## config.mk

```make
export PLATFORM = sky130hd
export DESIGN_NAME = uart_rx
export DESIGN_NICKNAME = d
export VERILOG_FILES = /design/src/rtl/uart_rx.sv
export SDC_FILE = /design/constraint.sdc
export NUM_CORES = 1
export LEC_CHECK = 0
export BUFFER_PORTS_ARGS = -buffer_cell sky130_fd_sc_hd__buf_2
export CAP_MARGIN = 20
export CORE_MARGIN = 8
export CORE_UTILIZATION = 60
export DETAILED_ROUTE_END_ITERATION = 8
export PLACE_DENSITY = 0.79
export SLEW_MARGIN = 20
export SYNTH_ARGS = -nofsm -noshare
export SYNTH_HDL_FRONTEND = slang
export SYNTH_SLANG_ARGS = --single-unit
```

## constraint.sdc

```tcl
create_clock -name clk -period 3.3 [get_ports clk]
set_input_delay 0.99 -clock clk [delete_from_list [all_inputs] [get_ports clk]]
set_output_delay 0.99 -clock clk [all_outputs]
set_load 0.01 [all_outputs]
```

## src/rtl/uart_rx.sv

```systemverilog
// 8N1 UART receiver: two-flop synchroniser, mid-bit sampling FSM and a
// valid/ready holding register with framing-error and overrun pulses.
module uart_rx #(
    parameter int CLKS_PER_BIT = 16,
    parameter int CNT_W        = $clog2(CLKS_PER_BIT)
) (
    input  logic       clk,
    input  logic       rst_n,
    input  logic       rx,
    output logic [7:0] data,
    output logic       valid,
    input  logic       ready,
    output logic       frame_err,
    output logic       overrun
);

    localparam logic [CNT_W-1:0] HALF_TC = CNT_W'(CLKS_PER_BIT / 2 - 1);
    localparam logic [CNT_W-1:0] BIT_TC  = CNT_W'(CLKS_PER_BIT - 1);

    typedef enum logic [1:0] {
        IDLE  = 2'd0,
        START = 2'd1,
        DATA  = 2'd2,
        STOP  = 2'd3
    } state_t;

    state_t           state;
    logic             rx_meta;
    logic             rx_s;
    logic [CNT_W-1:0] timer;
    logic [2:0]       bit_idx;
    logic [7:0]       shift_reg;

    // Idle-high synchroniser so reset never looks like a start bit.
    always_ff @(posedge clk or negedge rst_n) begin
        if (!rst_n) begin
            rx_meta <= 1'b1;
            rx_s    <= 1'b1;
        end else begin
            rx_meta <= rx;
            rx_s    <= rx_meta;
        end
    end

    always_ff @(posedge clk or negedge rst_n) begin
        if (!rst_n) begin
            state     <= IDLE;
            timer     <= '0;
            bit_idx   <= 3'd0;
            shift_reg <= 8'd0;
            data      <= 8'd0;
            valid     <= 1'b0;
            frame_err <= 1'b0;
            overrun   <= 1'b0;
        end else begin
            frame_err <= 1'b0;
            overrun   <= 1'b0;
            if (valid && ready) begin
                valid <= 1'b0;
            end

            case (state)
                IDLE: begin
                    if (!rx_s) begin
                        state <= START;
                        timer <= '0;
                    end
                end

                // Half a bit into the start bit: still low means a real frame.
                START: begin
                    if (timer == HALF_TC) begin
                        timer <= '0;
                        if (!rx_s) begin
                            state   <= DATA;
                            bit_idx <= 3'd0;
                        end else begin
                            state <= IDLE;
                        end
                    end else begin
                        timer <= timer + 1'b1;
                    end
                end

                DATA: begin
                    if (timer == BIT_TC) begin
                        timer     <= '0;
                        shift_reg <= {rx_s, shift_reg[7:1]};
                        if (bit_idx == 3'd7) begin
                            state <= STOP;
                        end else begin
                            bit_idx <= bit_idx + 3'd1;
                        end
                    end else begin
                        timer <= timer + 1'b1;
                    end
                end

                // A completing byte overrides a same-cycle clear of valid.
                STOP: begin
                    if (timer == BIT_TC) begin
                        timer <= '0;
                        state <= IDLE;
                        if (rx_s) begin
                            if (!valid || ready) begin
                                data  <= shift_reg;
                                valid <= 1'b1;
                            end else begin
                                overrun <= 1'b1;
                            end
                        end else begin
                            frame_err <= 1'b1;
                        end
                    end else begin
                        timer <= timer + 1'b1;
                    end
                end

                default: begin
                    state <= IDLE;
                    timer <= '0;
                end
            endcase
        end
    end

endmodule

```

Word-level counts from Yosys, hierarchy flattened

Index checks and enable logic that the tools add are counted.

Input port bits: 4
Logic and storage cells: 63
Output and inout bits: 11
Register bits after elaboration: 30

Reduce and logical (&&, ||, !) cells: 10
Equal/unequal tests: 13
Mux-type cells: 28
$add $sub $neg: 2

Operator list:

| cell                                           | number |
|---|---|
| != test 2 bit (second input constant)          | 7 |
| two-way mux 1 bit                              | 12 |
| two-way mux 2 bit                              | 6 |
| two-way mux 3 bit                              | 4 |
| two-way mux 4 bit                              | 3 |
| case mux 4 bit (3 select lines)                | 1 |
| AND reduction 5 bit                            | 2 |
| case mux 2 bit (4 select lines)                | 1 |
| case mux 3 bit (2 select lines)                | 1 |
| adder 4 x 1 -> 4 bit (second input constant)   | 1 |
| == test 2 bit (second input constant)          | 2 |
| == test 4 x 3 -> 1 bit (second input constant) | 1 |
| == test 4 bit (second input constant)          | 1 |
| AND reduction 4 bit                            | 1 |
| adder 3 x 1 -> 3 bit (second input constant)   | 1 |
| == test 3 bit (second input constant)          | 1 |
| == test 2 x 1 -> 1 bit (second input constant) | 1 |
| logical NOT 2 bit                              | 1 |
| AND reduction 2 bit                            | 1 |
| nonzero test 2 bit                             | 1 |
| OR reduction 2 bit                             | 1 |
| logical AND 1 bit                              | 1 |
| logical NOT 1 bit                              | 1 |
| logical OR 1 bit                               | 1 |

Longest topological paths before layout

Depth in word-level cells: 6
Depth in mapped cells: 6
Depth with buffers taken out: 5

Least setup slack after synthesis

OpenSTA, ideal clock, no wires.

Path kind: in2reg
From: in ready
To: reg data[0]
Stages on the path: 4
Arrival time: 1,684 ps
Slack: 1,491 ps
Required time: 3,175 ps
Buffers on the path: 1
Setup time: 125 ps
Cells stage by stage: nand2b_1 > nor2b_4 > buf_12 > mux2_4

Longest elaborated chain between the ends: 2

Ends and longest elaborated chain:

| item                                 | RTL line | source |
|---|---|---|
| start: declaration                   | 12       | `input logic ready,` |
| logical OR 1 bit                     | 105      | `if (!valid \|\| ready) begin` |
| AND reduction 4 bit (no source line) | n/a      |  |
| end signal: assignment               | 106      | `data <= shift_reg;` |
| end: declaration                     | 10       | `output logic [7:0] data,` |

Every way passes these cells.
A chain may end at the register's enable or synchronous reset.

Worst setup path after layout

From: reg timer[0]
To: reg data[0]

Longest elaborated chain between the ends: 2

Ends and longest elaborated chain:

| item                                 | RTL line | source |
|---|---|---|
| start: declaration                   | 30       | `logic [CNT_W-1:0] timer;` |
| start signal: assignment             | 81       | `timer <= timer + 1'b1;` |
| start signal: assignment             | 95       | `timer <= timer + 1'b1;` |
| start signal: assignment             | 115      | `timer <= timer + 1'b1;` |
| == test 4 bit                        | 101      | `if (timer == BIT_TC) begin` |
| AND reduction 4 bit (no source line) | n/a      |  |

Every way passes these cells.

==> metrics.yaml <==
synth_edf_count: 0
antenna_left: 0
cts_setup_buffers: 0
synth.distinct_cells: 29
cp_max_fo: 8
routedWlPerCell_um: 15.36
crit_type: "reg2reg"
critPathSlowestCell: "or3_4"
antenna_cells: 0
fmax_mhz: 511.1
whs_ns: 0.3639
overflow: 0
critPathLaunch: "timer[0]"
required_ns: 3.52
ff2ff_path_depth: 5
grt_max_degree: 31
finalSetupViolations: 0
ctsResizeCount: 0
clk_latency_ns: 0.33
relSlewSlack: 0.5821
synth-seq-cells: 30
cts_made_buffers: 5
worstPathCellList: "ha_1 -> nand3_2 -> or3_4 -> nor2b_4 -> mux2_4"
clockBufferDepth: 2
min_period_ns: 1.957
synth.avg_cell_area_um2: 14.13
slew_violations: 0
drive_above_1_share: 0.4364
portBuffers: 14
ys_async_sr_fraction: 1.000
postRouteWirelength_mm: 2.119
peakVddDrop_v: 0.0004270
p_sw_uw: 235.1
min_path_cells: 0
antenna_found_initial: 0
io_pins: 15
dr_total_vias: 754
fin_skew_ns: 0.008980
synth_ff_type: "dfrtp_1"
synth_area_mm2: 0.001300
nets: 116
rsz0062_at_grt: "false"
yosysTopAreaCell: "dfrtp_1"
hp-class: "reg2reg"
nFillCells: 166
grt_pass1_wl_mm: 3.677
critPathArrivalTime_ns: 2.18
p_int_uw: 564.6
layout_common_cells: "28 x dfrtp_1, 14 x buf_2, 10 x mux2_2"
yosysWarnings: 0
area_growth_pct: 10.11
period_share: 0.5929
share_seq_of_total_power: 0.570
cp-end-kind: "register"
die_area_mm2: 0.003912
firstDrtPassIters: 4
htree_levels: 2
swShare: 0.2940
rr_startpoint: "timer[0]"
die-width_um: 62.55
grt_usage: 0.1199
cts_tree: "yes"
setup_tns_ns: 0
cap_viol_max_count: 0
max_stage_delay_ns: 0.42
core_mm2: 0.002127
min_from: "rx_meta"
seq_area_frac_synth: 0.5794
clockRootBuffer: "clkbuf_4"
synth_top_area_share: 0.5390
clk_pin_slew_worst_paths_ns: 0.10
rows: 17
run_status: "complete, no violations"
clock-sinks: 30
worstMarginPinSlew_ns: 0.6269
final_common_cell: "dfrtp_1"
cts.hold.buffers_added: 0
startpoint_type: "register"
dieHeight_um: 62.55
dpl.hpwl_mm: 1.564
first_global_vias: 810
p_leak_uw: 0.0007287
synth_nets: 99
hold_viol: 0
start_util: 0.6112
drt_iter0_drc: 22
routed_via_density: 5.464
p_comb_frac: 0.143
p_per_area_mw_per_mm2: 558.7
clkPwrFrac: 0.287
routabilityCongestion: 0.8081
synth_area_leaders: "dfrtp_1 54%, mux2_4 9.2%, mux2_2 8.7%"
syn_inst: 92
post-route-drc-count: 0
## metrics by stage
stage | setup slack [ns] | power, uW | cells | cell area (um^2) | util
final | 1.343 | 799.7 | 138 | 1431 | 0.6729
after global routing | 1.224 | 848.7 | 138 | 1431 | 0.6729
after CTS | 1.322 | 809.2 | 138 | 1431 | 0.6729
after detailed placement | 1.304 | 579.8 | 130 | 1368 | 0.6429
after global placement | 1.327 | 570.2 | 130 | 1368 | 0.6429
after floorplan | 1.491 | 551.5 | 92 | 1300 | -
## power groups by stage
stage | sequential (uW) | combinational [uW] | clock [uW]
after floorplan | 435 | 116 | 0
after global placement | 460 | 110 | 0
after detailed placement | 462 | 118 | 0
after CTS | 456 | 116 | 237
after global routing | 464 | 134 | 251
final | 455 | 115 | 230
## synth_stat cells (all sizes together) (2+ instances only)
master / n
dfrtp: 28
mux2: 18
nor2: 6
nand3: 5
buf: 4
nand2: 4
ha: 3
o21ai: 3
a22o: 2
dfstp: 2
inv: 2
nor3b: 2
xnor2: 2
## critical path: cells and delay by family, from the launching register on
| family | cells | cell delay, ns |
|---|---|---|
| adders and majority gates | 1 | 0.26 |
| DFF | 1 | 0.40 |
| and+or+nand+nor | 3 | 0.86 |
| muxes | 1 | 0.34 |
## routing by layer
layer,vias to the layer above,part of all wire,GRT usage,wire length (um)
met5,-,0,0,0
met4,0,0.023,0.06838,48
met3,5,0.069,0.05735,146
met2,19,0.45,0.1837,963
met1,371,0.45,0.1332,960
li1,359,-,-,-
## path summary, 6_finish.rpt
path | slack [ns] | to
setup / recovery | 1.34 | data[0]
hold / removal | 0.36 | rx_s
setup reg to reg | 1.34 | data[0]
hold reg to reg | 0.36 | rx_s
max in group asynchronous | 2.22 | bit_idx[2]
min in group asynchronous | 0.67 | shift_reg[5]
## final cells by class
cell class	count	area, um^2	share of cell area
inverters	2	7.507	0.005245
repair buffers	14	70.07	0.04895
multi-input cells	56	501.7	0.3505
clock buffers	6	51.30	0.03584
flip-flops and latches	30	753.2	0.5262
clock inverters	2	12.51	0.008741
well taps	28	35.03	0.02448
## cell families after synthesis
group / share of synthesized area
flip-flops: 0.5794
AND/OR/NAND/NOR: 0.1116
multiplexers: 0.1790
AO/OA/AOI/OAI: 0.05294
buffers and inverters: 0.03465
adder cells (fa/ha/maj): 0.02888
XOR/XNOR: 0.01348
No activity file was read; power rests on OpenSTA's default activity.
